[config.mk]
export PLATFORM = sky130hd
export DESIGN_NAME = lavigne_rr_merge
export DESIGN_NICKNAME = d
export VERILOG_FILES = /design/src/rtl/lavigne_rr_merge.sv
export SDC_FILE = /design/constraint.sdc
export NUM_CORES = 1
export LEC_CHECK = 0
export CORE_MARGIN = 8
export CORE_UTILIZATION = 62
export DETAILED_ROUTE_END_ITERATION = 10
export PLACE_DENSITY = 0.85
export SLEW_MARGIN = 20
export SYNTH_ARGS = -nofsm -noshare
export SYNTH_HDL_FRONTEND = slang
export SYNTH_SLANG_ARGS = --single-unit
[constraint.sdc]
create_clock -name clk -period 4.5 [get_ports clk]
set_clock_uncertainty 0.05 [all_clocks]
set_input_delay 0.9 -clock clk [delete_from_list [all_inputs] [get_ports clk]]
set_output_delay 0.9 -clock clk [all_outputs]
set_load 0.02 [all_outputs]
[src/rtl/lavigne_rr_merge.sv]
`default_nettype none
// ============================================================================
// lavigne_rr_merge : NCH per-channel FIFOs merged by a round-robin arbiter
//                    into one registered valid/ready stream tagged by channel.
// Revision: 1.0
// ============================================================================
module lavigne_rr_merge #(
  parameter int NCH   = 2,
  parameter int WIDTH = 8,
  parameter int DEPTH = 4,
  localparam int CHW  = (NCH > 1) ? $clog2(NCH) : 1
) (
  input  logic                 clk,
  input  logic                 rst_n,
  input  logic [NCH-1:0]       in_valid,
  output logic [NCH-1:0]       in_ready,
  input  logic [NCH*WIDTH-1:0] in_data,
  output logic                 out_valid,
  input  logic                 out_ready,
  output logic [WIDTH-1:0]     out_data,
  output logic [CHW-1:0]       out_chan,
  output logic [NCH-1:0]       ovf_sticky
);

  localparam int AW = $clog2(DEPTH);

  logic [WIDTH-1:0] mem_q [NCH][DEPTH];
  logic [AW:0]      wr_q  [NCH];
  logic [AW:0]      rd_q  [NCH];

  logic [NCH-1:0]   full_w;
  logic [NCH-1:0]   empty_w;
  logic [NCH-1:0]   push_w;
  logic [NCH-1:0]   pop_w;

  logic             load_w;
  logic             found_w;
  logic [CHW-1:0]   gnt_w;
  logic [WIDTH-1:0] head_w;

  logic [CHW-1:0]   ptr_q,       ptr_d;
  logic             out_valid_q, out_valid_d;
  logic [WIDTH-1:0] out_data_q,  out_data_d;
  logic [CHW-1:0]   out_chan_q,  out_chan_d;
  logic [NCH-1:0]   ovf_q,       ovf_d;

  assign load_w = !out_valid_q || out_ready;

  // Full when pointers differ only in the wrap bit.
  for (genvar c = 0; c < NCH; c++) begin : g_chan
    assign full_w[c]  = (wr_q[c] ^ rd_q[c]) == {1'b1, {AW{1'b0}}};
    assign empty_w[c] = (wr_q[c] == rd_q[c]);
    assign push_w[c]  = in_valid[c] & ~full_w[c];
    assign pop_w[c]   = load_w & found_w & (gnt_w == CHW'(c));
  end

  // Scan downward in rotation order so the closest non-empty channel at or
  // after the pointer is the last (and winning) assignment.
  always_comb begin
    int             idx;
    logic [CHW-1:0] sel;
    idx     = 0;
    sel     = '0;
    found_w = 1'b0;
    gnt_w   = '0;
    head_w  = '0;
    for (int k = NCH - 1; k >= 0; k--) begin
      idx = int'(ptr_q) + k;
      if (idx >= NCH) idx = idx - NCH;
      sel = CHW'(idx);
      if (!empty_w[sel]) begin
        found_w = 1'b1;
        gnt_w   = sel;
        head_w  = mem_q[sel][rd_q[sel][AW-1:0]];
      end
    end
  end

  always_comb begin
    ptr_d       = ptr_q;
    out_valid_d = out_valid_q;
    out_data_d  = out_data_q;
    out_chan_d  = out_chan_q;
    ovf_d       = ovf_q | (in_valid & full_w);
    if (load_w) begin
      out_valid_d = found_w;
      if (found_w) begin
        out_data_d = head_w;
        out_chan_d = gnt_w;
        ptr_d      = (gnt_w == CHW'(NCH - 1)) ? '0 : gnt_w + 1'b1;
      end
    end
  end

  always_ff @(posedge clk) begin
    if (!rst_n) begin
      for (int c = 0; c < NCH; c++) begin
        wr_q[c] <= '0;
        rd_q[c] <= '0;
      end
      ptr_q       <= '0;
      out_valid_q <= 1'b0;
      out_data_q  <= '0;
      out_chan_q  <= '0;
      ovf_q       <= '0;
    end else begin
      for (int c = 0; c < NCH; c++) begin
        wr_q[c] <= wr_q[c] + {{AW{1'b0}}, push_w[c]};
        rd_q[c] <= rd_q[c] + {{AW{1'b0}}, pop_w[c]};
      end
      ptr_q       <= ptr_d;
      out_valid_q <= out_valid_d;
      out_data_q  <= out_data_d;
      out_chan_q  <= out_chan_d;
      ovf_q       <= ovf_d;
    end
  end

  always_ff @(posedge clk) begin
    for (int c = 0; c < NCH; c++) begin
      if (rst_n && push_w[c]) mem_q[c][wr_q[c][AW-1:0]] <= in_data[c*WIDTH +: WIDTH];
    end
  end

  assign in_ready   = ~full_w;
  assign out_valid  = out_valid_q;
  assign out_data   = out_data_q;
  assign out_chan   = out_chan_q;
  assign ovf_sticky = ovf_q;

endmodule
`default_nettype wire

-- Yosys cells after proc, flatten, opt, wreduce, memory -nomap -nowiden
Memory sizes are Yosys's and may differ from the RTL's.
Index checks and enable logic that the tools add are counted.
- bits in registers: 13
- bits in latches: 0
- RAM bits: 76
- ROM bits: 0
- input bits: 21
- output and inout bits: 14
- logic and storage cells: 91
- memories: 3
- memory list (name ; depth ; bits a word ; rd ports ; clocked after Yosys merged registers in ; write ports ; line ; text):
    mem_q ; 2 ; 32 ; 2 ; 0 ; 2 ; 27 ; logic [WIDTH-1:0] mem_q [NCH][DEPTH];
    rd_q ; 2 ; 3 ; 4 ; 0 ; 2 ; 29 ; logic [AW:0] rd_q [NCH];
    wr_q ; 2 ; 3 ; 2 ; 0 ; 2 ; 28 ; logic [AW:0] wr_q [NCH];
- add/subtract/negate cells: 8
- multipliers: 0
- div/mod/pow operators: 0
- order comparisons: 10
- equality and inequality tests: 4
- shift operators: 0
- muxes and demuxes: 33
- bitwise logic cells: 21
- reduce and logical (&&, ||, !) cells: 7
- operators with widths (operator ; number):
    2-to-1 mux 32 bit ; 2
    2-to-1 mux 8 bit ; 8
    binary-select mux 8 bit (select 2 bit) ; 2
    demux 8 bit (select 2 bit) ; 2
    2-to-1 mux 1 bit ; 15
    adder 3 x 1 -> 3 bit ; 4
    greater-or-equal comparator 3 bit (second input constant) ; 4
    2-to-1 mux 3 bit ; 4
    inverter 2 -> 3 bit ; 4
    == test 3 bit ; 2
    == test 3 bit (second input constant) ; 2
    less-than comparator 3 x 1 -> 1 bit (second input constant) ; 2
    bitwise XOR 3 bit ; 2
    bitwise AND 1 bit ; 5
    logical AND 1 bit ; 4
    less-than comparator 1 x 2 -> 1 bit (second input constant) ; 2
    bitwise OR 1 bit ; 4
    inverter 1 bit ; 3
    adder 1 x 1 -> 2 bit (second input constant) ; 1
    bitwise AND 2 bit ; 1
    greater-or-equal comparator 1 x 2 -> 1 bit (second input constant) ; 1
    greater-or-equal comparator 2 bit (second input constant) ; 1
    inverter 2 bit ; 1
    bitwise OR 2 bit ; 1
    5 further kinds ; 6

-- Longest topological paths before layout
Gate-level depths: netlist (run 1).
- depth in word-level cells: 11
- gate-level depth with buffers: 11
- gate-level depth less buffers: 9

-- Least setup slack after synthesis (run 1)
No wires, ideal clock.
- kind: input-to-reg
- start: input port rst_n
- end: memory mem_q[0][16] in the netlist's numbering (enable)
- arrival time: 1.800 ns
- data required time: 4.067 ns
- setup slack: 2.267 ns
- stages: 3
- cell sequence: clkbuf_1 nand2_1 nor3_1
- RTL lines (element ; line ; text):
    start, declared ; 14 ; input logic rst_n,
    end, declared ; 27 ;

==> metrics.md, run 1 <==
| Metric | Value |
|---|---|
| M1 GR Usage | `20.7%` |
| Post-CTS setup buffers | `0` |
| Setup_tns | `0 ps` |
| Die area | `9250 um2` |
| Period minus WS final | `2900 ps` |
| Syn Nets | `277` |
| Max VDD drop | `0.000487 V` |
| Area grow syn2layout | `15.3%` |
| Post-synthesis instance area | `3990 um2` |
| Crit. End Element | `primary output` |
| Final HPWL DP | `5340 um` |
| Core Area | `6280 um2` |
| Worst R2R End | `out_data[0]` |
| Synth Flop Type | `edfxtp_1` |
| Clock Path Buffers | `2` |
| Slew @ Worst Pin | `852 ps` |
| Max Slew Vio Count | `0` |
| RSZ-0062 raised after global routing | `no` |
| Hold-fix buffers at CTS | `0` |
| Grt met3 use | `6.16%` |
| H-tree depth | `3` |
| Vias per inst | `6.06` |
| Crit path required time | `3550 ps` |
| Number of synthesized flops with an enable pin | `64` |
| DR WL/cell | `20.3 um` |
| Die W | `96.2 um` |
| Final ANT Viol Nets | `0` |
| Min-Delay Startpoint | `ovf_sticky[1]` |
| R2R Path Start | `ptr_q` |
| Rows | `29` |
| Root Driver | `clkbuf_8` |
| CP max FO | `18` |
| Worst relative slew slack | `41.6%` |
| Worst min path class | `reg2reg` |
| Num Clock Sinks | `90` |
| Fraction of registers with async set/reset | `0%` |
| Crit start category | `flip-flop` |
| Unique masters post-synth | `36` |
| DRC viols | `0` |
| CP arrival | `1950 ps` |
| CTS tree | `built` |
| First-pass GRT wire length | `12000 um` |
| Max Fclk | `345 MHz` |
| Clock Latency Late Sink | `350 ps` |
| Io pins | `35` |
| Final setup violation count | `0` |
| IO buf count | `34` |
| GPL Wtd Cong | `0.776` |
| Initial antenna violation count | `0` |
| Final WL | `7500 um` |
| DP Cell Count | `355` |
| Met2 Use GR | `28.9%` |
| Fin. Hold Viols | `0` |
| Status | `finished, final reports clean` |
| Most used routing layer | `met2` |
| YS warnings | `0` |
| Starting DRT DRC Count | `149` |
| Clock transition at path regs | `90 ps` |
| Seq/Total Area, Yosys | `61.3%` |
| Fin nets | `318` |
| Max-capacitance violation count | `0` |
| Layout cells sized above 1 | `23.5%` |
| Initial Util | `63.5%` |
| Final period util | `64.4%` |
| R2R depth | `4` |
| Cell Count, Final, Fillers Out | `370` |
| Post-cts resize count | `0` |
| Crit path kind | `reg2out` |
| Antenna cells | `0` |
| Number of CTS-inserted buffers | `9` |
| Pin count of the biggest net entering global routing | `23` |
| DR pass1 iterations | `4` |
| LEAKAGE | `1.64 nW` |
| Overflow after GRT | `0` |
| R2R Setup Slk | `1940 ps` |
| Synthesized flop and latch total | `90` |
| Cell Pwr Density | `549 nW/um2` |
| Via count | `2243` |
| Syn avg cell area | `16.1 um2` |
| Cell depth of the worst hold path | `2` |
| Mapped Cells | `248` |
| Total Routing Usage GR | `17.8%` |
| Vias in the first global route | `2392` |
| Die height | `96.2 um` |
| Worst hold endpoint | `ovf_sticky[1]` |
[routing by layer]
metal	vias up	share of wire [%]
met3	17	7.2
li1	1037	-
met5	-	0
met1	1099	40
met4	0	2.5
met2	90	50
[logic make-up (layout without fill, tap and decap cells)]
logic type | count (synthesis) | after routing | synth area share [%]
adder cells (fa/ha/maj) | 8 | 8 | 2.51
multiplexers | 50 | 50 | 20.4
flip-flops | 90 | 90 | 61.3
XOR/XNOR | 10 | 10 | 2.20
buffers and inverters | 16 | 61 | 2.83
AND/OR/NAND/NOR | 41 | 41 | 5.56
AO/OA/AOI/OAI | 33 | 33 | 5.21
[cell usage in the layout, fill, tap and decap left out, types with 2 or more instances in the layout]
cell type,count
nor3_1,2
edfxtp_1,64
inv_1,5
dfxtp_1,26
mux2_2,15
o21ai_0,8
mux2_4,15
a31oi_1,2
bufinv_16,2
nand2b_1,2
nor2_1,11
a22oi_1,8
nand2_1,4
ha_1,8
a21oi_1,11
and3_1,4
o211a_1,2
nand3b_1,2
and2_1,11
mux2_1,2
mux4_2,15
clkbuf_8,9
clkdlybuf4s50_1,34
xnor2_1,10
clkinvlp_4,3
buf_4,7
[worst max-delay path, cell delays in order (launching register included)]
cell,delay (ps)
dfxtp_1,310
buf_4,210
xnor2_1,310
nand3b_1,190
clkdlybuf4s50_1,580
[where the power goes]
group / total (mW) / internal, mW / switching [mW] / leakage, nW
Sequential: 1.06 / 0.965 / 0.0914 / 0.795
Clock: 0.595 / 0.312 / 0.284 / 0.0979
Combinational: 0.872 / 0.453 / 0.419 / 0.750
[flip-flops by register name (all words and copies together), names as in the netlist, named ones only]
| register | count |
|---|---|
| mem_q | 64 |
| out_data | 8 |
| rd_q | 6 |
| wr_q | 6 |
| ovf_sticky | 2 |
| out_chan | 1 |
| out_valid | 1 |
| ptr_q | 1 |
[metrics by stage]
| step | util, % | hold WS, ps | worst slack (ps) | power, mW | instance area (um2) |
|---|---|---|---|---|---|
| after floorplan | - | 453 | 2270 | 1.73 | 3990 |
| after global placement | 69.8 | 401 | 1720 | 1.91 | 4380 |
| after detailed placement | 69.8 | 403 | 1640 | 1.94 | 4380 |
| after CTS | 73.2 | 425 | 1560 | 2.53 | 4600 |
| after global routing | 73.2 | 469 | 1430 | 2.64 | 4600 |
| final | 73.2 | 421 | 1600 | 2.52 | 4600 |
[final cells by class]
class	count	area [um2]
clock buffer	9	124
clock inverter	6	91.3
fill	405	1680
inverter	5	18.8
multi-input combinational	142	1430
sequential	90	2440
tap	77	96.3
timing repair buffer	41	393
[synthesized netlist by cell type, drive strengths merged, types with 2 or more instances]
| library cell | n | area [um2] |
|---|---|---|
| clkbuf | 2 | 7.51 |
| inv | 5 | 18.8 |
| edfxtp | 64 | 1920 |
| nand2 | 4 | 15.0 |
| a22oi | 8 | 60.1 |
| o21ai | 8 | 40.0 |
| ha | 8 | 100 |
| and3 | 4 | 25.0 |
| a31oi | 2 | 12.5 |
| nand2b | 2 | 12.5 |
| xnor2 | 10 | 87.6 |
| buf | 9 | 86.3 |
| mux4 | 16 | 364 |
| and2 | 11 | 68.8 |
| mux2i | 2 | 32.5 |
| nand3b | 2 | 15.0 |
| dfxtp | 26 | 521 |
| a21oi | 11 | 55.1 |
| nor2 | 11 | 41.3 |
| o211a | 2 | 20.0 |
| nor3 | 2 | 10.0 |
| mux2 | 32 | 417 |
[worst max path at each step]
stage | slack, ps | startpoint | to
3_5_place_dp | 1640 | rst_n | mem_q[1][9]
3_3_place_gp | 1720 | rst_n | mem_q[1][9]
6_report | 1600 | rd_q[1][0] | in_ready[1]
4_1_cts | 1560 | rd_q[1][0] | in_ready[1]
2_1_floorplan | 2270 | rst_n | mem_q[0][16]
5_1_grt | 1430 | rd_q[1][0] | in_ready[1]
Power figures use the tool's default switching activity.
==> run 2: changes to the inputs <==
--- a/config.mk
+++ b/config.mk
@@ -6,9 +6,9 @@
 export NUM_CORES = 1
 export LEC_CHECK = 0
 export CORE_MARGIN = 8
-export CORE_UTILIZATION = 62
+export CORE_UTILIZATION = 57
 export DETAILED_ROUTE_END_ITERATION = 10
-export PLACE_DENSITY = 0.85
+export PLACE_DENSITY = 0.79
 export SLEW_MARGIN = 20
 export SYNTH_ARGS = -nofsm -noshare
 export SYNTH_HDL_FRONTEND = slang
==> constraint.sdc (replaced) <==
create_clock -name clk -period 2.89 [get_ports clk]
set_clock_uncertainty 0.05 [all_clocks]
set_input_delay 0.578 -clock clk [delete_from_list [all_inputs] [get_ports clk]]
set_output_delay 0.578 -clock clk [all_outputs]
set_load 0.02 [all_outputs]
==> run 2 against run 1 <==
  * Clock power is 34% higher
  * Critical path type unchanged
  * Setup slack worse by 1200 ps
  * Routed wire length is 2.9% lower
  * Register-to-register slack worse by 1300 ps
  * Flip-flop and latch count stayed put
  * Sequential share of layout area is 0.53 points lower
  * Design area is 1.0% higher
==> metrics.md, run 2 (synthesis results as in run 1) <==
| Metric | Value |
|---|---|
| Antenna cells | `0 (unchanged)` |
| Worst relative slew slack | `66.8% (+25 points)` |
| LEAKAGE | `1.67 nW (+1.9%)` |
| Worst Slack Setup Final | `402 ps (-1200 ps)` |
| R2R Setup Slk | `650 ps (-1290 ps)` |
| Root Driver | `clkbuf_8` |
| RSZ-0062 raised after global routing | `no` |
| DRC viols | `0 (unchanged)` |
| Area grow syn2layout | `16.5%` |
| Status | `finished, final reports clean` |
| Layout cells sized above 1 | `25.6% (+2.0 points)` |
| Final ANT Viol Nets | `0 (unchanged)` |
| CP arrival | `1860 ps (-90 ps)` |
| Final WL | `7280 um (-2.9%)` |
| Final HPWL DP | `5210 um (-2.5%)` |
| Clock Path Buffers | `2 (unchanged)` |
| Die height | `99.6 um (+3.6%)` |
| Tot Pwr | `3.80 mW (+51%)` |
| Starting DRT DRC Count | `116 (-22%)` |
| Post-CTS setup buffers | `0 (unchanged)` |
| Die area | `9920 um2 (+7.3%)` |
| Crit path kind | `reg2out` |
| Post-layout util | `68.3% (-4.9 points)` |
| Max reg flops | `64 (unchanged)` |
| DR pass1 iterations | `4 (unchanged)` |
| Crit start category | `flip-flop` |
| Worst R2R End | `out_data[6]` |
| Max Slew Vio Count | `0 (unchanged)` |
| Dpl ws | `578 ps (-1060 ps)` |
| Final period util | `86.1%` |
| Fin nets | `325 (+2.2%)` |
| Initial Util | `58.7% (-4.8 points)` |
| CP startpoint | `rd_q[0][0]` |
| Max-capacitance violation count | `0 (unchanged)` |
| Worst Setup EP | `in_ready[0]` |
| DR WL/cell | `18.3 um (-9.5%)` |
| Final setup violation count | `0 (unchanged)` |
| Num Clock Sinks | `90 (unchanged)` |
| Setup_tns | `0 ps (unchanged)` |
| Clock Latency Late Sink | `360 ps (about the same)` |
| Most frequent cells in the layout | `edfxtp_1 (64), clkdlybuf4s50_1 (34), dfxtp_1 (26)` |
| Rows | `30 (+3.4%)` |
| Total Routing Usage GR | `15.7% (-2.1 points)` |
| H-tree depth | `3 (unchanged)` |
| Pin count of the biggest net entering global routing | `22 (-4.3%)` |
| Core Area | `6790 um2 (+8.2%)` |
| Io pins | `35 (unchanged)` |
| Fin. Hold Viols | `0 (unchanged)` |
| Die W | `99.6 um (+3.6%)` |
| Max Fclk | `402 MHz` |
| IO buf count | `34 (unchanged)` |
| R2R depth | `4 (unchanged)` |
| CP max FO | `6 (-12)` |
| Max VDD drop | `0.000487 V (about the same)` |
| Number of CTS-inserted buffers | `9 (unchanged)` |
| Commonest non-fill, non-tap cell in the layout | `edfxtp_1` |
| Initial antenna violation count | `0 (unchanged)` |
| Crit. End Element | `primary output` |
| CTS tree | `built` |
| Via count | `2249 (+0.27%)` |
| Slew @ Worst Pin | `497 ps (-355 ps)` |
| Overflow after GRT | `0 (unchanged)` |
| Cell Pwr Density | `819 nW/um2 (+49%)` |
| GPL Wtd Cong | `0.807 (+3.9%)` |
| Clock transition at path regs | `90 ps (about the same)` |
| Worst min path class | `reg2reg` |
| Crit path required time | `2260 ps (-1290 ps)` |
| Hold-fix buffers at CTS | `0 (unchanged)` |
| First-pass GRT wire length | `11700 um (-2.4%)` |
| Post-cts resize count | `0 (unchanged)` |
| Period minus WS final | `2490 ps` |
| Vias per inst | `5.66 (-6.6%)` |
| Vias in the first global route | `2286 (-4.4%)` |
-- run 2: worst min-delay path by stage --
stage | from | depth (start not counted) | end
finish | ovf_sticky[1] | 2 | ovf_sticky[1]
global route | out_chan | 2 | out_chan
CTS | ovf_sticky[1] | 2 | ovf_sticky[1]
detailed placement | ovf_sticky[1] | 2 | ovf_sticky[1]
global placement | ovf_sticky[0] | 2 | ovf_sticky[0]
floorplan | wr_q[0][2] | 2 | wr_q[0][2]
-- run 2: per-stage QoR --
stage               instance area, um2  instances  hold slack, ps
global placement                  4460        381             396
global route                      4640        397             474
floorplan                         3990        248             453
finish                            4640        397             421
CTS                               4640        397             429
detailed placement                4460        381             406
-- run 2: final cells by class --
class / count / area (um2)
clock buffers: 10 / 138
flip-flops and latches: 90 / 2440
multi-input cells: 142 / 1430
fillers: 479 / 2150
repair buffers: 48 / 445
well taps: 96 / 120
inverters: 5 / 18.8
clock inverters: 6 / 47.5
-- run 2: routing by layer --
metal | vias to the layer above | track usage, % | routed length [um]
li1 | 1056 | - | -
met1 | 1121 | 17.8 | 2970
met2 | 61 | 26.7 | 3750
met3 | 11 | 5.73 | 424
met4 | 0 | 5.70 | 143
met5 | - | 0 | 0
-- run 2: critical path: stages, from the launching register on --
cell,delay [ps]
dfxtp_1,400
xnor2_1,360
nand3b_1,170
clkdlybuf4s50_1,570
-- run 2: power by group --
part | internal (mW) | total [mW] | switching [mW]
clock network | 0.345 | 0.798 | 0.453
registers | 1.50 | 1.62 | 0.121
logic | 0.731 | 1.38 | 0.651
total | 2.58 | 3.80 | 1.22
==> run 3: changes to the inputs <==
--- a/config.mk
+++ b/config.mk
@@ -9,7 +9,6 @@
 export CORE_UTILIZATION = 57
 export DETAILED_ROUTE_END_ITERATION = 10
 export PLACE_DENSITY = 0.79
-export SLEW_MARGIN = 20
 export SYNTH_ARGS = -nofsm -noshare
 export SYNTH_HDL_FRONTEND = slang
 export SYNTH_SLANG_ARGS = --single-unit
==> results of run 3 <==
The final DEF is identical to that of run 2; final timing and power are the same.
==> variant 1, RTL diff (config.mk and constraints of run 1) <==
`out_data_q` no longer has a reset.
--- a/src/rtl/lavigne_rr_merge.sv
+++ b/src/rtl/lavigne_rr_merge.sv
@@ -100,7 +100,6 @@
       end
       ptr_q       <= '0;
       out_valid_q <= 1'b0;
-      out_data_q  <= '0;
       out_chan_q  <= '0;
       ovf_q       <= '0;
     end else begin
@@ -110,10 +109,13 @@
       end
       ptr_q       <= ptr_d;
       out_valid_q <= out_valid_d;
-      out_data_q  <= out_data_d;
       out_chan_q  <= out_chan_d;
       ovf_q       <= ovf_d;
     end
+  end
+
+  always_ff @(posedge clk) begin
+    out_data_q <= out_data_d;
   end
 
   always_ff @(posedge clk) begin
Function: differs if rst_n is asserted again (counterexample within 4 cycles, from zero or initial values and one cycle with rst_n low); with rst_n held inactive, the same outputs for 4 cycles.
==> variant 1 against run 1 <==
Routed wire length rose by 28%. Global-route usage increased by 2.0 points. Cell count rose by 19%. Sequential cell count stayed put. Final area grew 6.0%. Die area is 6.5% higher. Count of clock-buffer cells in the layout did not move. Maximum frequency fell by 6.9%. Synthesized area increased by 7.8%. Hold slack improved by 5.9 ps. Worst setup slack got worse by 210 ps. Power is 5.5% higher. Via count rose by 32%.
==> variant 1: results (changes against run 1) <==
[setup_path]
worst_ep_arrival_time_ps=2160  ; +210 ps
cpMaxStageDelayCell=dfxtp_1
critical-path-top-delay-family=flip-flops
critPathMaxFanout=13  ; -5
timing.critical_path.slowest_cell_delay_ps=720  ; +140 ps

[outcome]
outcome=finished clean

[drt]
dr.first_iter.drc_count=331  ; +120%
totalWireLength_mm=9.63  ; +28%
route.detailed.vias_per_inst=6.69  ; +10%
detail_route.first_pass.iterations=5  ; +1

[floorplan]
row_count=30  ; +3.4%

[logic_synthesis]
synth.area.top_cells=edfxtp_1, dfxtp_1, mux2i_1, a211oi_1, nor2b_1
synth.distinct_cells=56  ; +56%
synth-async-reset-ratio_pct=0  ; unchanged
synth_edf_count=72  ; +13%
synth_fp_nets=352  ; +27%
synth.cells.most_frequent=edfxtp_1, nor2b_1, dfxtp_1, mux2i_1, a211oi_1
seq_area_frac_synth_pct=58.7  ; -2.6 points

[timing]
timing.max_slew.rel_slack_pct=34.0  ; -7.6 points

[power_and_ir_drop]
irDropWorstVdd_mv=0.388  ; -20%
cellLeakagePower_nw=1.66  ; +0.82%

[cells_and_area]
filler_cell_count=448  ; +11%
final_nets=385  ; +21%
layout-drive-gt1-share_pct=11.1  ; -12 points

[place]
place_area_um2=4680  ; +6.9%
dp_worst_setup_slack_ps=1540  ; -96.6 ps
place.gp.congestion=0.891  ; +15%

[global_route]
grt_use_total_pct=19.8  ; +2.0 points
grt_start_max_net_pins=34  ; +48%
first_global_vias=2829  ; +18%

-- variant 1: power by group --
| part | internal [mW] | total, mW | switching (mW) |
|---|---|---|---|
| Sequential | 1.02 | 1.11 | 0.0860 |
| Clock | 0.217 | 0.533 | 0.316 |
| Combinational | 0.428 | 1.02 | 0.597 |
| Total | 1.66 | 2.66 | 0.999 |
-- variant 1: per-layer routing --
layer | track usage [%] | share of wire [%] | vias to the layer above
met2 | 30.8 | 47 | 143
met3 | 4.40 | 7.7 | 17
li1 | - | - | 1329
met4 | 7.22 | 1.9 | 0
met5 | 0 | 0 | -
met1 | 26.7 | 44 | 1461
-- variant 1: cell type report --
cell class	count	area (µm²)	share of cell area, %
Sequential cell	90	2520	51.8
Multi-Input combinational cell	212	1660	34.2
Timing Repair Buffer	40	385	7.91
Clock buffer	9	124	2.54
Tap cell	80	100	2.05
Clock inverter	7	65.1	1.34
Inverter	3	11.3	0.231
-- variant 1: metrics by stage --
step | instances | total power [mW]
detailed placement | 425 | 2.13
global placement | 425 | 2.10
floorplan | 323 | 1.83
CTS | 441 | 2.65
finish | 441 | 2.66
global route | 441 | 2.79
-- variant 1: kinds of logic after synthesis --
logic type	Yosys count	synth area share, %
xor gates and xnor gates	10	2.04
adders and majority gates	8	2.33
and+or+nand+nor	80	11.3
AOI/OAI and AO/OA	85	14.1
buffers and inverters	21	2.53
muxes	29	9.00
DFF	90	58.7
-- variant 1: worst reg2reg max path: cells and delay by family, from the launching register on --
family	cells	cell delay, ps
AO/OA/AOI/OAI	2	630
AND/OR/NAND/NOR	3	910
flip-flops	1	980
-- variant 1: final timing paths --
| path | from | to | slack [ps] | cells after the start |
|---|---|---|---|---|
| setup reg to reg | flop | out_data[2]$_DFFE_PP_ | 1690 | 5 |
| hold / removal | ovf_sticky[0]$_SDFF_PN0_ | ovf_sticky[0]$_SDFF_PN0_ | 430 | 1 |
| hold reg to reg | ovf_sticky[0]$_SDFF_PN0_ | ovf_sticky[0]$_SDFF_PN0_ | 430 | 1 |
| setup / recovery | rd_q[0][0]$_SDFF_PN0_ | in_ready[0] | 1390 | 3 |
==> variant 2, RTL diff (settings of run 1) <==
Without the edit above. `WIDTH`: 8 -> 7.
--- a/src/rtl/lavigne_rr_merge.sv
+++ b/src/rtl/lavigne_rr_merge.sv
@@ -6,7 +6,7 @@
 // ============================================================================
 module lavigne_rr_merge #(
   parameter int NCH   = 2,
-  parameter int WIDTH = 8,
+  parameter int WIDTH = 7,
   parameter int DEPTH = 4,
   localparam int CHW  = (NCH > 1) ? $clog2(NCH) : 1
 ) (
Ports: changed (resized in_data and out_data); port bits go from 35 to 32. No check against the original RTL was run, so the function may have changed too.
==> variant 2 against run 1 <==
Sequential share of layout area shrank 3.7 points. Largest cell class unchanged. Highest routed layer unchanged. Final area shrank 4.0%. Worst setup slack lost 190 ps. Power grew 3.6%. Routed wire length grew 27%. Sequential cell count shrank 9. Count of clock-buffer cells in the layout grew 1. Clock power shrank 3%. Synthesized area shrank 2.6%. Synthesized cell count grew 20%.
==> variant 2: results (changes against run 1) <==
[outcome]
outcome=finished clean

[clock_network]
cts.htree.levels=3  ; unchanged
cts_made_buffers=9  ; unchanged
clkTransAtPathRegs_ps=80
postCtsResizedCells=0  ; unchanged
clockRootBuffer=clkbuf_8
clkLatencyLatePin_ps=360
postCtsHoldBufs=0  ; unchanged
post-cts-setup-buffer-count=0  ; unchanged

[cells_and_area]
antenna-diode-count=0  ; unchanged
filler_cell_count=420  ; +3.7%
largest_reg_flops=56  ; -13%
final_nets=355  ; +12%
layout-drive-gt1-share_pct=11.4  ; -12 points

[logic_synthesis]
synth_fp_nets=324  ; +17%
synth-async-reset-ratio_pct=0  ; unchanged
seq_area_frac_synth_pct=56.2  ; -5.0 points
ys.flop_type=edfxtp_1
yosysWarningCount=0  ; unchanged
synth_edf_count=56  ; -13%
synth.distinct_cells=51  ; +42%
synth.area.top_cells=edfxtp_1, dfxtp_1, mux2i_1, mux4_1, ha_1
synth.cells.most_frequent=edfxtp_1, dfxtp_1, mux2i_1, nor2_1

[power_and_ir_drop]
cellLeakagePower_nw=1.52  ; -7.6%
irDropWorstVdd_mv=0.409  ; -16%
intPower_mw=1.65  ; -4.6%

[setup_path]
critPathMaxFanout=11  ; -7
timing.critical_path.slowest_cell_delay_ps=680  ; +100 ps
cpMaxStageDelayCell=dfxtp_1
worst_ep_arrival_time_ps=2140  ; +190 ps
critical-path-top-delay-family=flip-flops

[drt]
routedLengthMet1_mm=3.72  ; +23%
met3_wire_length_um=709  ; +32%
route.met2.wl_mm=4.52  ; +21%
routed.top_layer=met4
detail_route.first_pass.iterations=5  ; +1
vias=2752  ; +23%
dr.first_iter.drc_count=483  ; +220%
totalWireLength_mm=9.54  ; +27%

[global_route]
wire_length_of_the_first_global_routing_pass_mm=14.9  ; +24%
first_global_vias=2699  ; +13%
number_of_antenna_violations_at_the_first_check_in_global_routing=0  ; unchanged
grt_start_max_net_pins=29  ; +26%
grt_use_total_pct=22.8  ; +5.0 points

[timing]
setup_violations=0  ; unchanged
timing.max_slew.rel_slack_pct=33.7  ; -7.9 points

[place]
placed_wire_length_estimate_mm=6.84  ; +28%
place.gp.congestion=0.976  ; +26%
io_buffers=31  ; -8.8%

==> variant 2: cell count changes in the layout (fill, tap and decap cells not counted), sizes merged, moves of 4 or more <==
cell | before | now
a22oi | 8 | 0
a211oi | 0 | 13
mux2i | 2 | 19
edfxtp | 64 | 56
nand2 | 4 | 9
mux4 | 16 | 6
a31oi | 2 | 6
o22ai | 1 | 14
nor2b | 1 | 5
o221ai | 0 | 4
mux2 | 32 | 7
o21ai | 8 | 19
==> variant 2: path summary, 6_finish.rpt <==
check                           startpoint                  endpoint  slack (ps)  cells after the start
setup reg to reg     rd_q[0][0]$_SDFF_PN0_    mem_q[0][22]$_DFFE_PP_        1940                      4
hold / removal    ovf_sticky[0]$_SDFF_PN0_  ovf_sticky[0]$_SDFF_PN0_         420                      2
hold reg to reg   ovf_sticky[0]$_SDFF_PN0_  ovf_sticky[0]$_SDFF_PN0_         420                      2
setup / recovery     rd_q[1][0]$_SDFF_PN0_               in_ready[1]        1410                      3
==> variant 2: final cells by class <==
type	count	area share, %
multi-input cells	197	35.4
inverters	4	0.340
well taps	77	2.18
clock buffers	10	2.89
flip-flops and latches	81	49.4
clock inverters	6	2.04
repair buffers	35	7.71
==> variant 2: logic make-up (layout without fill, tap and decap cells) <==
logic type               count (synthesis)  in the layout  share of synthesized area [%]
buffers and inverters                   19             55                           3.51
XOR/XNOR                                10             10                           2.26
flip-flops                              81             81                           56.2
adder cells (fa/ha/maj)                  8              8                           2.58
AND/OR/NAND/NOR                         67             67                           9.42
AO/OA/AOI/OAI                           80             80                           14.4
multiplexers                            32             32                           11.6
==> variant 2: routing by layer <==
layer / GRT usage (%) / up-vias
met5: 0 / -
met4: 15.0 / 0
met3: 5.91 / 59
met2: 34.5 / 158
met1: 28.4 / 1307
li1: - / 1228
==> variant 2: power by group through the flow <==
| stage | combinational, mW | clock, mW | sequential, mW |
|---|---|---|---|
| 5_1_grt | 1.15 | 0.615 | 0.985 |
| 3_3_place_gp | 1.01 | 0 | 0.983 |
| 2_1_floorplan | 0.850 | 0 | 0.960 |
| 3_5_place_dp | 1.04 | 0 | 0.989 |
| 4_1_cts | 1.04 | 0.585 | 0.972 |
| 6_report | 1.06 | 0.576 | 0.979 |
==> variant 2: worst reg2reg max path: stages (launching register included) <==
cell and delay (ps):
dfxtp_1 590, xnor2_1 210, nand3b_1 200, and3_1 300, nor3b_1 840
==> variant 2: stage by stage <==
| stage | instance area (µm²) | util [%] | worst slack, ps | instances |
|---|---|---|---|---|
| after detailed placement | 4200 | 67.6 | 1360 | 394 |
| after floorplan | 3880 | - | 2200 | 297 |
| after CTS | 4410 | 71.1 | 1470 | 410 |
| final | 4410 | 71.1 | 1410 | 410 |
| after global routing | 4410 | 71.1 | 1350 | 410 |
| after global placement | 4200 | 67.6 | 1440 | 394 |
